## config.mk

```make
export PLATFORM = sky130hd
export DESIGN_NAME = aes_block_collector
export DESIGN_NICKNAME = d
export VERILOG_FILES = /design/src/rtl/aes_block_collector.sv
export SDC_FILE = /design/constraint.sdc
export NUM_CORES = 1
export LEC_CHECK = 0
export ABC_CLOCK_PERIOD_IN_PS = 2000
export CORE_MARGIN = 5
export CORE_UTILIZATION = 35
export DETAILED_ROUTE_END_ITERATION = 8
export GPL_TIMING_DRIVEN = 0
export HOLD_SLACK_MARGIN = 0.1
export MAX_ROUTING_LAYER = met4
export PLACE_DENSITY_LB_ADDON = 0.2
export SETUP_SLACK_MARGIN = 0.4
export SLEW_MARGIN = 20
export SYNTH_ARGS = -nofsm -noshare
export SYNTH_HDL_FRONTEND = slang
export SYNTH_SLANG_ARGS = --single-unit
export TNS_END_PERCENT = 20
```

## constraint.sdc

```tcl
create_clock -name CLK_I -period 2 [get_ports CLK_I]
set_input_delay 0.4 -clock CLK_I [delete_from_list [all_inputs] [get_ports CLK_I]]
set_output_delay 0.4 -clock CLK_I [all_outputs]
set_load 0.01 [all_outputs]
```

## src/rtl/aes_block_collector.sv

```systemverilog
// Collects the core's byte-serial output stream into 128-bit blocks and
// queues them in a small register FIFO for a valid/ready host consumer.
module aes_block_collector #(
    parameter int DEPTH = 4,
    parameter int CNT_W = $clog2(DEPTH + 1)
) (
    input  logic             CLK_I,
    input  logic             RESET_N_I,
    input  logic             CE_I,
    input  logic             CLR_I,
    input  logic [7:0]       BYTE_I,
    input  logic             BYTE_VALID_I,
    output logic [127:0]     BLOCK_O,
    output logic             BLOCK_VALID_O,
    input  logic             BLOCK_READY_I,
    output logic [CNT_W-1:0] COUNT_O,
    output logic             OVERFLOW_O
);

    localparam int PTR_W = (DEPTH > 1) ? $clog2(DEPTH) : 1;

    logic [3:0]         idx;
    logic [14:0][7:0]   partial;
    logic [127:0]       mem [DEPTH];
    logic [PTR_W-1:0]   wr_ptr;
    logic [PTR_W-1:0]   rd_ptr;
    logic [CNT_W-1:0]   count;
    logic               overflow;

    logic               capture;
    logic               push_req;
    logic               pop;
    logic               full;
    logic               push;
    logic [127:0]       assembled;

    // A full FIFO still accepts a new block when the head leaves on the same edge.
    always_comb begin
        capture   = CE_I & ~CLR_I & BYTE_VALID_I;
        push_req  = capture & (idx == 4'd15);
        pop       = CE_I & ~CLR_I & (count != '0) & BLOCK_READY_I;
        full      = (count == CNT_W'(DEPTH));
        push      = push_req & (~full | pop);
        assembled = {BYTE_I, partial};
    end

    always_ff @(posedge CLK_I or negedge RESET_N_I) begin
        if (!RESET_N_I) begin
            idx     <= '0;
            partial <= '0;
        end else if (CE_I) begin
            if (CLR_I) begin
                idx <= '0;
            end else if (capture) begin
                idx <= idx + 4'd1;
                if (idx != 4'd15) begin
                    partial[idx] <= BYTE_I;
                end
            end
        end
    end

    // Storage is cleared on reset so the head output is never unknown.
    always_ff @(posedge CLK_I or negedge RESET_N_I) begin
        if (!RESET_N_I) begin
            for (int i = 0; i < DEPTH; i++) begin
                mem[i] <= '0;
            end
        end else if (push) begin
            mem[wr_ptr] <= assembled;
        end
    end

    always_ff @(posedge CLK_I or negedge RESET_N_I) begin
        if (!RESET_N_I) begin
            wr_ptr   <= '0;
            rd_ptr   <= '0;
            count    <= '0;
            overflow <= 1'b0;
        end else if (CE_I) begin
            if (CLR_I) begin
                wr_ptr   <= '0;
                rd_ptr   <= '0;
                count    <= '0;
                overflow <= 1'b0;
            end else begin
                if (push) begin
                    wr_ptr <= wr_ptr + 1'b1;
                end
                if (pop) begin
                    rd_ptr <= rd_ptr + 1'b1;
                end
                case ({push, pop})
                    2'b10:   count <= count + 1'b1;
                    2'b01:   count <= count - 1'b1;
                    default: count <= count;
                endcase
                if (push_req & ~push) begin
                    overflow <= 1'b1;
                end
            end
        end
    end

    assign BLOCK_O       = mem[rd_ptr];
    assign BLOCK_VALID_O = (count != '0);
    assign COUNT_O       = count;
    assign OVERFLOW_O    = overflow;

endmodule

```

# == Yosys cells after proc, flatten, opt, wreduce, memory -nomap -nowiden ==
# Index checks and enable logic that the tools add are counted.
# Widths: inputs -> output; s select.
# totals
ff_bits,644
latchBits,0
mem_bits_rw,0
mem_bits_ro,0
input_bits,14
out_inout_bits,133
elab_cells,85
n_memories,0
# op_classes
add_sub_neg,5
mul,0
div_mod_pow,0
order_cmp,5
n_eq_ne,5
shift,0
muxes,19
n_bitwise,13
reduce_logical,14
# op_table
operator,count
$bwmux 512,1
$mux 128,3
$bmux 128 s2,1
$demux 128 s2,1
$bwmux 120,1
$demux 8 s4,1
$reduce_and 2->1,5
$mux 2,4
$mux 4,2
$mux 8,1
$reduce_bool 2->1,4
$and 1x1->1,7
$ge 3x3->1 const B,2
$not 2->3,2
$pmux 3 s2,1
$reduce_bool 3->1,2
$lt 4x5->1 const B,1
$add 2x1->2 const B,2
$add 4x1->4 const B,1
$eq 4x4->1 const B,1
$ge 4x1->1 const B,1
$ne 4x4->1 const B,1
$reduce_and 4->1,1
$add 3x1->3 const B,1
other kinds (10),14

# == Longest topological paths before layout ==
# Gate-level depths: netlist (run 1).
# logic_depth
word_depth,10
depth_mapped,9
depth_no_buf,9

# == Least setup slack after synthesis (run 1) ==
# Ideal clock, no wire load.
# synth_timing
path_kind,reg2reg
start,register idx[0]
end,register mem[135] (netlist bit)
setup_ns,0.127
t_arrival_ns,1.927
required_ns,1.873
path_slack_ns,-0.054
path_stages_with_launch,8
path_buffers,2
synth_period_minus_slack_ns,2.054
path_cell_list,dfrtp_1 -> ha_1 -> nand2_1 -> a311oi_4 -> and2_4 -> buf_8 -> buf_8 -> mux2_1
# synth_via
elab_chain_len,3
# synth_lines
element,line,text
start: declaration,22,logic [3:0] idx;
start signal: assignment,55,idx <= idx + 4'd1;
$eq 4x4->1,40,push_req = capture & (idx == 4'd15);
$and 1x1->1,40,
$and 1x1->1,43,push = push_req & (~full | pop);
end signal: indexed assignment,70,mem[wr_ptr] <= assembled;
end: declaration,24,logic [127:0] mem [DEPTH];
# No other way between the ends.
# A chain may end at the register's enable or synchronous reset.

# == Worst setup path after layout (run 1) ==
# layout_timing
start,register rd_ptr[0]
end,output port BLOCK_O[122]
# layout_via
elab_chain_len,4
# layout_lines
element,line,text
start: declaration,26,logic [PTR_W-1:0] rd_ptr;
start signal: assignment,91,rd_ptr <= rd_ptr + 1'b1;
$not 2->3 (implied by the code),105,assign BLOCK_O = mem[rd_ptr];
$bmux 128 s2,105,
$mux 128 (implied by the code) (2 in a row),105,
end: declaration,13,"output logic [127:0] BLOCK_O,"
# No other way between the ends. The select of a mux whose other input is x is not followed.

==> results.md, run 1 <==
- The core region area is 78,700 sq um.
- For the worst flop-to-flop path, the logic depth is 8.
- The insertion delay of the later-clocked pin in the worst-skew pair is 0.60 ns.
- Ranked by instance count, the synthesized netlist is headed by 644 x sky130_fd_sc_hd__dfrtp_1, 380 x sky130_fd_sc_hd__mux2_1, 252 x sky130_fd_sc_hd__mux2_2.
- In this run the horizontal extent of the chip is 291 microns.
- In this run the power density over the cells is 923 nW/um^2.
- After synthesis the netlist holds a flip-flop and latch count of 644.
- The post-route netlist has 54.3% of its cells at a drive strength greater than 1.
- The total length of routed wires is 75,200 microns.
- STA puts the critical path data required time at 1.60 ns.
- The critical path ends at BLOCK_O[122].
- The total count of hold-check failures in the final report is 76.
- The cell area after synthesis is 27,700 sq um.
- The final critical path time including I/O delays and setup is 2.75 ns.
- The maximum frequency from static timing analysis is 363 MHz.
- During synthesis, Yosys emitted a total of 0 warnings.
- The number of cell rows is 103.
- Setup repair after global routing could not meet its margin everywhere.
- The top cell type by area accounts for 58.2% of the synthesized area.
- For this design the top-level I/O count stands at 147.
- The deepest level of the CTS H-tree is 3.
- The global-route congestion overflow total is 0.
- The synthesized design contains 0 enable-type register cells.
- At the pin with the least slew margin, the transition time is 0.913 ns.
- The netlist uses 39 different library cells.
- The most numerous cell in the Yosys netlist is sky130_fd_sc_hd__dfrtp_1.
- The number of nets in the layout is 1,956.
- The number of nets still failing antenna checks after routing is 0.
- The launching instance or port of the critical path is rd_ptr[0]$_DFFE_PN0P_.
- The biggest area contributor in the post-synthesis netlist is sky130_fd_sc_hd__dfrtp_1.
- Clock-pin slew was measured on the worst setup and hold paths at 0.06 ns.
- The max-slew violation count was 0.
- The routability congestion estimate is 0.726.
- Traced cell by cell, the critical path runs through buf_8, clkbuf_16, buf_12, buf_12, buf_16, mux4_2, buf_6.
- The gate count after technology mapping is 1,599.
- The count of endpoints failing setup in the final report is 592.
- The flow ran to the end, but the final reports show violations.
- The number of buffers created by CTS is 74.
- The worst setup path is captured at a primary output.
- For this run, the slowest stage of the critical path takes 0.50 ns.
- The path class of the lowest-slack min-delay path is input pin to asynchronous set/reset pin.
- For this run, design rule violations remaining after detail routing come to 0.
- The die is 291 microns tall.
- Dividing the detail-routed wire length by the instance count gives 24.7 microns.
- Across all layers, the routed design uses 15,400 vias.
- After legalization and detailed placement, the total HPWL measured 44,100 microns.
- CTS placed an instance of sky130_fd_sc_hd__clkbuf_16 at the clock tree root.
- The setup TNS is -112.41 ns.
- Dividing the detail-routed via count by the number of cells gives 5.06.
- Setup slack on the critical path of the routed design comes to -0.755 ns.
- For the final database, setup skew stands at 0.0270 ns.
- The via count of the first global-routing pass is 16,800.
- The die footprint is 84,800 sq um.
- The data arrival time of the critical path is 2.35 ns.
- The first routing iteration left 847 violations.
- The sequential fraction of the synthesis area is 58.2%.
- Of all flip-flops after synthesis, the portion carrying an async set or reset was 100%.
- Global routing used 3.29% of the available met3 tracks.
- The total of buffers placed on input and output ports is 138.
- The pre-antenna-repair detailed-routing pass consisted of 4 iterations.
- The worst register-to-register path ends at mem[443]$_DFFE_PN0P_.
- The biggest fanout along the worst timing path is 7.
- The TritonCTS clock tree is done.
- After layout, the worst path uses 138% of the clock period.
- The max-capacitance violation count is 0.
- The total nets after synthesis is 1,622.
- The flip-flop cell with the highest count after synthesis is sky130_fd_sc_hd__dfrtp_1.
- Setup slack on the worst reg-to-reg path comes out at -0.20 ns.
- met2 is the most crowded layer.
- Dividing the synthesized area by the synthesized cell count gives 17.3 sq um.
- The signed area change from the synthesized netlist to the final layout is 31.7%.
- The worst setup path is launched from a flip-flop.
- The met1 layer usage reported by global route is 23.8%.
- Counting along the longest clock path gives a buffer depth of 3.
- The first-pass GRT wire length is 111,000 microns.
- The number of antenna violations at the first check in global routing is 5.
- In this run the tightest slew margin relative to its limit is 39.1%.
- The clock sink total is 644.
- The global routing usage summed across all routing layers is 17.7%.
- The checks that failed: hold timing, setup timing.
- On the final layout, the worst hold slack is -0.228 ns.
- The setup path with the least slack is of type flip-flop to primary output.
- The pin count of the biggest net entering global routing is 107.
- Cells fill 46.3% of the core in the end.
- The cell that appears most often on the critical path is sky130_fd_sc_hd__buf_12.
- After synthesis, the cell types taking the most area are sky130_fd_sc_hd__dfrtp_1 58%, sky130_fd_sc_hd__mux2_1 15%, sky130_fd_sc_hd__mux4_2 10%, sky130_fd_sc_hd__mux2_2 10%, sky130_fd_sc_hd__buf_8 1.8%.
- In this run the critical register-to-register path is launched from idx[1]$_DFFE_PN0P_.
- The fraction of met2 tracks used by global routing is 28.6%.
- The slowest library cell on the worst path is sky130_fd_sc_hd__mux4_2.
- The initial utilization of the core area, before any placement, comes to 35.1%.
- The analysis attributes to cell leakage a power of 17.4 nW.
- Across the VDD grid, the largest voltage drop is 0.646 mV.
-- routing by layer --
| metal | routed length (microns) | part of all wire (%) |
|---|---|---|
| met1 | 34200 | 45 |
| met2 | 37100 | 49 |
| met3 | 2630 | 3.5 |
| met4 | 1250 | 1.7 |
| met5 | 0 | 0 |
-- cells in the final DEF, fill, tap and decap left out, types with 3 or more instances in the layout --
master / instances
sky130_fd_sc_hd__mux2_1: 160
sky130_fd_sc_hd__dfrtp_2: 6
sky130_fd_sc_hd__clkinvlp_4: 3
sky130_fd_sc_hd__inv_1: 8
sky130_fd_sc_hd__mux2_4: 220
sky130_fd_sc_hd__buf_2: 5
sky130_fd_sc_hd__buf_16: 31
sky130_fd_sc_hd__buf_12: 61
sky130_fd_sc_hd__a21oi_1: 4
sky130_fd_sc_hd__diode_2: 4
sky130_fd_sc_hd__bufinv_16: 6
sky130_fd_sc_hd__clkbuf_4: 7
sky130_fd_sc_hd__ha_2: 3
sky130_fd_sc_hd__buf_1: 8
sky130_fd_sc_hd__clkbuf_2: 18
sky130_fd_sc_hd__buf_6: 141
sky130_fd_sc_hd__clkbuf_16: 90
sky130_fd_sc_hd__clkinv_2: 7
sky130_fd_sc_hd__nand2_1: 18
sky130_fd_sc_hd__ha_1: 5
sky130_fd_sc_hd__dlygate4sd2_1: 11
sky130_fd_sc_hd__o21ai_0: 6
sky130_fd_sc_hd__mux2_2: 252
sky130_fd_sc_hd__buf_4: 41
sky130_fd_sc_hd__clkbuf_1: 21
sky130_fd_sc_hd__clkbuf_8: 22
sky130_fd_sc_hd__mux4_2: 128
sky130_fd_sc_hd__buf_8: 14
sky130_fd_sc_hd__clkdlybuf4s50_1: 4
sky130_fd_sc_hd__nand2_4: 4
sky130_fd_sc_hd__and2_4: 4
sky130_fd_sc_hd__dfrtp_1: 638
-- registers in the layout, indices dropped and copies added (netlist names) --
| signal | flops |
|---|---|
| wr_ptr | 2 |
| assembled | 120 |
| mem | 512 |
| COUNT_O | 3 |
| idx | 4 |
| OVERFLOW_O | 1 |
| rd_ptr | 2 |
-- area by class of cell --
type                       instances  area (sq um)
multi-input combinational        843         11500
tap                             1050          1310
buffer                           104          1510
sequential                       644         16100
timing repair buffer             258          3410
clock inverter                    17           254
antenna                            4          10.0
inverter                           8          30.0
fill                            6770         42300
clock buffer                     115          2260
-- power by group --
part / internal, mW / total (mW) / switching (mW)
Sequential: 13.6 / 14.3 / 0.690
Combinational: 3.16 / 5.46 / 2.31
Clock: 8.53 / 13.9 / 5.35
Total: 25.3 / 33.6 / 8.35
-- repair_timing --
item	in CTS	in global routing
setup endpoints to repair	858	858
pin swaps	6	14
resized for setup	689	347
gates cloned	21	11
endpoints found under the hold margin	76	76
setup buffers	49	33
-- metrics by stage --
stage	setup slack (ns)	total power, mW	std cells	area (sq um)
2_1_floorplan	0.00222	16.2	1599	27800
3_3_place_gp	-27.36	17.4	2787	30500
3_5_place_dp	-1.43	17.6	2793	30700
4_1_cts	-0.817	33.3	2995	34900
5_1_grt	-0.820	35.0	3039	36400
6_report	-0.755	33.6	3043	36400
-- how the worst min path moves through the flow --
| stage | start | end | slack, ns | depth (start not counted) |
|---|---|---|---|---|
| floorplan | RESET_N_I | COUNT_O[0]$_DFFE_PN0P_ | 0.10 | 0 |
| global placement | mem[178]$_DFFE_PN0P_ | mem[178]$_DFFE_PN0P_ | 0.46 | 1 |
| detailed placement | RESET_N_I | assembled[35]$_DFFE_PN0P_ | 0.43 | 1 |
| CTS | RESET_N_I | assembled[35]$_DFFE_PN0P_ | -0.22 | 1 |
| global route | RESET_N_I | assembled[35]$_DFFE_PN0P_ | -0.19 | 1 |
| finish | RESET_N_I | assembled[35]$_DFFE_PN0P_ | -0.23 | 1 |
-- critical path, delay by kind of cell (launching register included) --
| family | cells | cell delay [ns] |
|---|---|---|
| multiplexers | 1 | 0.50 |
| buffers and inverters | 6 | 0.86 |
| flip-flops | 1 | 0.38 |
-- cells by family (layout without fill, tap and decap cells) --
kind of cell | after synthesis | after routing | synth area share (%)
flip-flops | 644 | 644 | 58.2
buffers and inverters | 112 | 502 | 3.58
AO/OA/AOI/OAI | 20 | 20 | 0.538
XOR/XNOR | 2 | 2 | 0.0633
other | 0 | 4 | 0
adder cells (fa/ha/maj) | 9 | 9 | 0.407
AND/OR/NAND/NOR | 51 | 51 | 1.02
multiplexers | 761 | 761 | 36.2
Power figures use the tool's default switching activity.
==> inputs of run 2 (changes only) <==
--- a/config.mk
+++ b/config.mk
@@ -5,11 +5,12 @@
 export SDC_FILE = /design/constraint.sdc
 export NUM_CORES = 1
 export LEC_CHECK = 0
-export ABC_CLOCK_PERIOD_IN_PS = 2000
+export ABC_AREA = 1
+export ABC_CLOCK_PERIOD_IN_PS = 2500
 export CORE_MARGIN = 5
 export CORE_UTILIZATION = 35
 export DETAILED_ROUTE_END_ITERATION = 8
-export GPL_TIMING_DRIVEN = 0
+export GPL_TIMING_DRIVEN = 1
 export HOLD_SLACK_MARGIN = 0.1
 export MAX_ROUTING_LAYER = met4
 export PLACE_DENSITY_LB_ADDON = 0.2
==> constraint.sdc (replaced) <==
create_clock -name CLK_I -period 2.5 [get_ports CLK_I]
set_input_delay 0.5 -clock CLK_I [delete_from_list [all_inputs] [get_ports CLK_I]]
set_output_delay 0.5 -clock CLK_I [all_outputs]
set_load 0.01 [all_outputs]
==> run 2 against run 1 <==
Against the previous run:
- the run ends with setup timing left
- clock power down 18%
- global-route usage increased by 5.2 points
- utilization is 1.1 points higher
- area after synthesis up 3.8%
- critical endpoint is now BLOCK_O[33]
- highest routed layer unchanged
==> results.md, run 2 <==
- The run finished, with violations left.
- The checks that failed: setup timing.
- The first global-routing pass estimated 152,000 microns of wire.
- The number of nets still failing antenna checks after routing is 0.
- The share of the Yosys chip area taken by registers is 56.1%.
- The most common cell type on the critical path is sky130_fd_sc_hd__buf_6.
- The design draws 28.2 mW.
- The average instance in the mapped netlist occupies 8.40 sq um.
- The worst slew slack as a fraction of its limit is 37.1%.
- The path class of the lowest-slack min-delay path is input pin to asynchronous set/reset pin.
- The via count of the first global-routing pass is 24,400.
- Ranked by instance count, the synthesized netlist is headed by 1,137 x sky130_fd_sc_hd__nand2_1, 825 x sky130_fd_sc_hd__o21ai_0, 644 x sky130_fd_sc_hd__dfrtp_1.
- The flip-flop cell with the highest count after synthesis is sky130_fd_sc_hd__dfrtp_1.
- The tree is rooted in a sky130_fd_sc_hd__clkbuf_16.
- The worst-case vdd ir drop is 0.471 mV.
- The via count is 25,400.
- The number of iterations in the first detailed-routing pass is 8.
- The proportion of register bits with asynchronous set or reset after synthesis is 100%.
- The share of the cycle needed by the critical path after routing is 112%.
- The pin count of the biggest net entering global routing is 205.
- The data arrival time of the critical path is 2.30 ns.
- The TritonCTS clock tree is done.
- The die footprint is 87,900 sq um.
- Using the TritonRoute via totals, the vias-per-cell ratio works out to 5.25.
- The launching instance or port of the critical path is rd_ptr[0]$_DFFE_PN0P_.
- The count of endpoints failing setup in the final report is 126.
- The max-capacitance violation count is 0.
- In this run, distinct cell masters in the synthesized netlist total 29.
- The clock-pin transition on the worst setup and hold timing paths is 0.06 ns.
- After the first detailed-routing iteration, the DRC count stood at 1,911.
- Setup repair after global routing could not meet its margin everywhere.
- Walking the worst path, the cells encountered are buf_6, clkbuf_16, buf_16, buf_6, o21ai_2, o22ai_2, buf_4, buf_6.
- The top cell types in the final layout, fill and taps aside, are 1,137 x sky130_fd_sc_hd__nand2_1, 682 x sky130_fd_sc_hd__o21ai_0, 642 x sky130_fd_sc_hd__dfrtp_1, 185 x sky130_fd_sc_hd__nor2_1, 132 x sky130_fd_sc_hd__buf_4.
- The clock sink total is 644.
- STA classifies the critical path endpoint as a primary output.
- Clock latency on the worst-skew pair, taken at its later pin, is 0.63 ns.
- The x dimension of the die is 297 microns.
- STA puts the critical path data required time at 2.00 ns.
- The H-tree generated during clock tree synthesis spans 3 levels.
- The diode insertion count for antenna repair is 0.
- After detailed routing, the average wire length per cell comes to 21.3 microns.
- Of all nets on the critical path, the largest fanout is 8.
- The destination of the worst register-to-register timing path is mem[181]$_DFFE_PN0P_.
- The critical path class is flip-flop to primary output.
- For this design, the slowest cell found on the critical path is sky130_fd_sc_hd__dfrtp_4.
- For the worst flop-to-flop path, the logic depth is 9.
- The worst setup path is launched from a flip-flop.
- The final critical path time including I/O delays and setup is 2.80 ns.
- The total count of hold-check failures in the final report came to 0.
- Routability-driven placement finished with a final weighted congestion of 0.754.
- The leading cell type in the layout, fill and taps excluded is sky130_fd_sc_hd__nand2_1.
- The detailed placement HPWL is 53,200 microns.
- In this run the critical register-to-register path is launched from idx[0]$_DFFE_PN0P_.
- The maximum frequency from static timing analysis is 357 MHz.
- At the pin with the least slew margin, the transition time is 0.943 ns.
- By area the synthesized netlist is led by sky130_fd_sc_hd__dfrtp_1 56%, sky130_fd_sc_hd__nand2_1 15%, sky130_fd_sc_hd__o21ai_0 14%, sky130_fd_sc_hd__nor2_1 3.3%, sky130_fd_sc_hd__o22ai_1 2.8%.
- The worst setup path endpoint is BLOCK_O[33].
- The number of nets in the layout is 3,724.
- The die extent in y is 297 microns.
- The global-route congestion overflow total is 0.
- The largest area contributor in the synthesized netlist is sky130_fd_sc_hd__dfrtp_1.
- Synthesis produced a netlist with a net count of 3,446.
- The global routing usage summed across all routing layers is 23.0%.
- The number of cell rows is 105.
- Yosys printed 0 warnings.
- The register-to-register path setup slack is 0.12 ns.
- The number of antenna violations at the first check in global routing was 1.
- The largest register by flop count is mem.
- The signed area change from the synthesized netlist to the final layout is 34.8%.
- In this run, synthesis inferred 0 flip-flops with an integrated enable.
- The clock passes through at most 3 buffers.
- The delay contributed by the slowest stage of the critical path is 0.55 ns.
- The filler cells instantiated in the layout total 7,781.
- The initial core utilization is 35.2%.
- Summed over all cells, the static leakage comes to 19.8 nW.
- The number of flip-flops in the largest register is 512.
- The max-slew violation count is 0.
- The total of buffers placed on input and output ports is 146.
- The total length of routed wires is 103,000 microns.
- In this run the count of I/O pins placed on the die edge is 147.
- Clock skew on the completed layout was measured at 0.0261 ns.
- The post-detailed-route DRC marker count is 0.
- For the final routed database, the setup TNS stands at -20.65 ns.
- The cell count after synthesis came out at 3,423.
- The worst setup margin is -0.298 ns.
- The number of clock buffers added by TritonCTS is 75.
- The mapped netlist covers 28,700 sq um.
- The post-route netlist has 22.8% of its cells at a drive strength greater than 1.
- The core region area is 81,700 sq um.
- Counting flops and latches in the post-synthesis netlist gives 644.
- For this design the ratio of total power to cell area is 727 nW/um^2.
- The most numerous cell in the Yosys netlist is sky130_fd_sc_hd__nand2_1.
- The portion of synthesized cell area occupied by the leading cell type is 56.1%.
==> run 2: cell types whose count changed after synthesis, sizes merged, moves of 128 or more <==
| cell | before | now |
|---|---|---|
| nand2 | 24 | 1142 |
| o21ai | 6 | 863 |
| mux2 | 632 | 0 |
| nor2 | 4 | 267 |
| clkbuf | 25 | 156 |
| mux4 | 128 | 0 |
| o22ai | 2 | 130 |
==> run 2: logic make-up (layout without fill, tap and decap cells) <==
| logic type | count (synthesis) | after routing | synth area share, % |
|---|---|---|---|
| AOI/OAI and AO/OA | 1028 | 1028 | 18.7 |
| xor gates and xnor gates | 1 | 1 | 0.0305 |
| adders and majority gates | 9 | 9 | 0.392 |
| buffers and inverters | 306 | 643 | 4.97 |
| DFF | 644 | 644 | 56.1 |
| and+or+nand+nor | 1435 | 1435 | 19.8 |
==> run 2: final cells by class <==
class                   count  area [sq um]  area share [%]
multi-input cells        2473         12600            32.5
inverters                  35           169           0.436
clock inverters            26           324           0.836
clock buffers             110          2200            5.68
well taps                1070          1340            3.46
repair buffers            472          5990            15.5
flip-flops and latches    644         16100            41.6
==> run 2: worst max-delay path, delay by kind of cell (launching register included) <==
family | cells | cell delay, ns
buf+inv | 6 | 0.90
compound gates | 2 | 0.23
flops | 1 | 0.55
==> run 2: worst min path at each step <==
stage | cells after the start | to | from | slack [ns]
after detailed placement | 1 | mem[153]$_DFFE_PN0P_ | RESET_N_I | 0.44
after global routing | 2 | assembled[34]$_DFFE_PN0P_ | RESET_N_I | 0.38
final | 2 | rd_ptr[0]$_DFFE_PN0P_ | RESET_N_I | 0.39
after floorplan | 0 | COUNT_O[0]$_DFFE_PN0P_ | RESET_N_I | 0.20
after global placement | 1 | mem[153]$_DFFE_PN0P_ | RESET_N_I | 0.45
after CTS | 2 | mem[33]$_DFFE_PN0P_ | RESET_N_I | 0.37
==> run 2: timing repair <==
item,4_1_cts,5_1_grt
setup endpoints to repair,336,491
gates cloned,21,29
buffers inserted,37,57
pin swaps,52,126
gates resized for setup,618,480
hold buffers,1,0
endpoints found under the hold margin,27,0
==> run 2: per-layer routing <==
metal | wire length [microns] | track usage [%]
met5 | 0 | -
met4 | 2880 | 6.14
met3 | 4890 | 3.29
met2 | 48900 | 36.1
met1 | 46400 | 31.5
==> run 2: per-stage QoR <==
stage	area (sq um)	setup WS [ns]	util, %	cells	hold WS [ns]
finish	38700	-0.298	47.4	4830	0.391
global route	38700	-0.371	47.4	4830	0.385
CTS	36300	-0.338	44.4	4744	0.370
detailed placement	32400	-0.181	39.7	4549	0.442
global placement	32400	-0.160	39.7	4549	0.450
floorplan	28700	0.460	-	3423	0.204
==> run 2: where the power goes <==
group / total (mW) / internal, mW / switching (mW)
logic: 5.90 / 2.85 / 3.05
registers: 10.9 / 10.6 / 0.285
clock network: 11.4 / 6.75 / 4.62
==> inputs of run 3 (changes only) <==
--- a/config.mk
+++ b/config.mk
@@ -14,6 +14,7 @@
 export HOLD_SLACK_MARGIN = 0.1
 export MAX_ROUTING_LAYER = met4
 export PLACE_DENSITY_LB_ADDON = 0.2
+export REMOVE_ABC_BUFFERS = 1
 export SETUP_SLACK_MARGIN = 0.4
 export SLEW_MARGIN = 20
 export SYNTH_ARGS = -nofsm -noshare
==> run 3 against run 2 <==
Against the previous run:
- the flow still finishes with violations (setup timing)
- design area shrank 2.9%
- critical path depth down 2
- clock power is 7% lower
- first-iteration DRC count fell by 5.2%
- worst hold slack better by 0.011 ns
- global-route usage decreased by 0.32 points
- via count rose by 0.42%
- register-to-register slack improved by 0.37 ns
- maximum frequency up 2.0%
- routed wire length rose by 2.7%
- die area did not move
- combinational power is 16% lower
- critical path type unchanged
- largest cell class unchanged
- largest power group is now registers
==> results.md, run 3 (synthesis gave the netlist of run 2 again) <==
- The flow ran to the end, but the final reports show violations.
- The final reports fail on setup timing.
- Setup violations remaining at the end of the flow were counted as 124.
- The via density per instance is 5.31.
- Detailed routing placed a total of 5700 microns of wire on met3.
- The via count of the first global-routing pass is 24,400.
- No sink is reached through more buffers than the 3 on the longest clock path.
- The max-slew violation count came to 0.
- The TritonCTS clock tree is done.
- The signal on the critical path passes through buf_12, clkinv_16, buf_12, o21ai_0, o22ai_2, clkdlybuf4s15_2.
- The post-detailed-route DRC marker count is 0.
- The total power divided by cell area is 703 nW/um^2.
- The x dimension of the die is 297 microns.
- Adding up every negative setup slack in the final design gives -11.50 ns.
- STA classifies the critical path endpoint as a primary output.
- The start of the worst register-to-register path is idx[0]$_DFFE_PN0P_.
- The library cell used most frequently in the layout, excluding fill and tap cells, is sky130_fd_sc_hd__nand2_1.
- Clock-pin slew was measured on the worst setup and hold paths at 0.06 ns.
- The H-tree was split into 3 levels.
- The worst slew slack as a fraction of its limit is 50.6%.
- Entering global routing, the biggest net connects 98 pins.
- The global-route congestion overflow total is 0.
- By instance count, the cell type seen most on the critical path is sky130_fd_sc_hd__buf_12.
- The initial detailed-routing violation count is 1,812.
- STA classifies the critical path startpoint as a flip-flop.
- The library cells used most frequently in the layout, excluding fill and tap cells, are 1,137 x sky130_fd_sc_hd__nand2_1, 668 x sky130_fd_sc_hd__o21ai_0, 641 x sky130_fd_sc_hd__dfrtp_1, 231 x sky130_fd_sc_hd__nor2_1, 143 x sky130_fd_sc_hd__buf_4.
- After detailed routing, the average wire length per cell comes to 22.1 microns.
- The critical path required time is 2.00 ns.
- The total count of hold-check failures in the final report was 0.
- Once the floorplan was initialized, standard cells occupied 35.2% of the core.
- The number of antenna violations at the first check in global routing is 1.
- For the worst setup path, the data arrival time is 2.24 ns.
- VDD sags by at most 0.394 mV.
- The floorplan step defined a die boundary enclosing 87,900 sq um.
- On the final layout, the worst clock skew is 0.0185 ns.
- The slew at the pin closest to its max-slew limit is 0.741 ns.
- The total met2 wirelength after detailed routing is 49,600 microns.
- Counting both buffers and inverters, the worst setup path holds a total of 4.
- In this run the vertical extent of the chip is 297 microns.
- The insertion delay of the later-clocked pin in the worst-skew pair is 0.62 ns.
- Summed over all layers, the routed wires come to 106,000 microns.
- The worst setup margin is -0.243 ns.
- For this run, the post-layout net count is 3,704.
- The number of iterations in the first detailed-routing pass is 5.
- The flip-flop and latch area is 16,100 sq um.
- The analysis attributes to cell leakage a power of 19.6 nW.
- The critical path class is flip-flop to primary output.
- The first global-routing pass estimated 152,000 microns of wire.
- The met1 routed wirelength after detailed routing is 48,200 microns.
- At the end of routability-driven placement, the weighted congestion stood at 0.780.
- Counting I/O delays and the setup requirement, the final critical path takes 2.74 ns.
- After filler insertion, the fill cell instance count of the layout stands at 7,931.
- The register with the most flip-flops in the layout has 512 of them.
- Clock tree synthesis found a total of 644 sinks.
- Setup repair after global routing could not meet its margin everywhere.
- CTS placed an instance of sky130_fd_sc_hd__clkbuf_16 at the clock tree root.
- The number of cell rows is 105.
- Prior to clock tree synthesis, the placed netlist has a worst setup slack of -0.0646 ns.
- The detailed placement HPWL is 55,800 microns.
- The core region area is 81,700 sq um.
- The maximum frequency from static timing analysis is 365 MHz.
- The area growth from synthesis to layout is 30.9%.
- In this run, placement finished with an instance count of 4,582.
- Grouping stages by cell kind, the critical path spends the most delay in buffers and inverters.
- Summing all multi-input logic gate instances after layout gives 11,900 sq um.
- The total of buffers placed on input and output ports is 146.
- The highest layer touched by signal routing is met4.
- The number of nets still failing antenna checks after routing is 0.
- The tool flagged a number of max-cap violations equal to 0.
- The critical path starts at rd_ptr[0]$_DFFE_PN0P_.
- Total power for the finished layout comes to 26.4 mW.
- The via count is 25,500.
- On the critical path, the stage with the largest delay is an instance of sky130_fd_sc_hd__dfrtp_4.
- The biggest fanout along the worst timing path is 9.
- Pin placement for this block handled 147 I/O pins.
- Buffers inserted during clock tree synthesis total 72.
- mem holds more flip-flops than any other register.
- In the final layout, the share of cells above drive strength 1 is 19.0%.
- Leaving out filler cells and counting taps, the final layout contains 4,800.
- The delay contributed by the slowest stage of the critical path is 0.45 ns.
- The min-delay analysis places its worst path in the category input pin to asynchronous set/reset pin.
- The worst path uses 110% of the clock period.
- Across every metal layer, demand over resource in global routing totals 22.6%.
[run 3: changes by cell type in the layout (fill, tap and decap cells not counted), sizes merged]
cell           change
bufinv             -4
clkinvlp           +1
dlymetal6s2s       +9
dlygate4sd1        -1
clkdlybuf4s50      -4
clkbuf             +9
dlygate4sd2        +1
bufbuf             -2
clkinv             +4
buf               -43
inv                -5
diode              +1
clkdlybuf4s15      +4
[run 3: worst paths after layout]
kind                                        endpoint  slack (ns)  cells after the start
worst max-delay path                     BLOCK_O[49]       -0.24                      6
worst min-delay path            mem[437]$_DFFE_PN0P_        0.40                      2
worst max register to register  mem[175]$_DFFE_PN0P_        0.49                     11
worst min register to register  mem[102]$_DFFE_PN0P_        0.48                      2
max in group asynchronous       mem[198]$_DFFE_PN0P_        1.18                      3
min in group CLK_I              mem[102]$_DFFE_PN0P_        0.48                      2
[run 3: final cells by class]
class                           count  area share, %
Inverter                           35          0.485
Multi-Input combinational cell   2473           31.6
Timing Repair inverter              3          0.166
Tap cell                         1070           3.56
Antenna cell                        1        0.00665
Clock buffer                      103           5.70
Clock inverter                     19          0.439
Sequential cell                   644           42.8
Timing Repair Buffer              452           15.2
[run 3: metrics by stage]
step | utilization [%] | hold WS, ns | area (sq um)
6_report | 46.1 | 0.403 | 37600
5_1_grt | 46.0 | 0.432 | 37600
4_1_cts | 43.9 | 0.395 | 35900
3_5_place_dp | 40.6 | 0.436 | 33100
3_3_place_gp | 40.6 | 0.438 | 33100
2_1_floorplan | - | 0.204 | 27400
[run 3: layer usage]
| layer | GRT usage, % | vias up |
|---|---|---|
| met4 | 5.58 | 0 |
| met1 | 31.4 | 12700 |
| met2 | 35.8 | 732 |
| li1 | - | 11900 |
| met3 | 2.73 | 134 |
| met5 | - | - |
[run 3: timing repair]
item                                   in CTS  in global routing
gates resized for setup                   219                558
endpoints found under the hold margin      29                  0
hold buffers                                1                  0
cloned                                      7                 38
setup endpoints to repair                 133                176
pin swaps                                   3                 67
setup buffers                               3                 46
[run 3: power breakdown]
part	switching, mW	internal (mW)	leakage (nW)
Combinational	2.78	2.16	9.45
Clock	4.43	6.15	1.14
Sequential	0.304	10.6	8.96
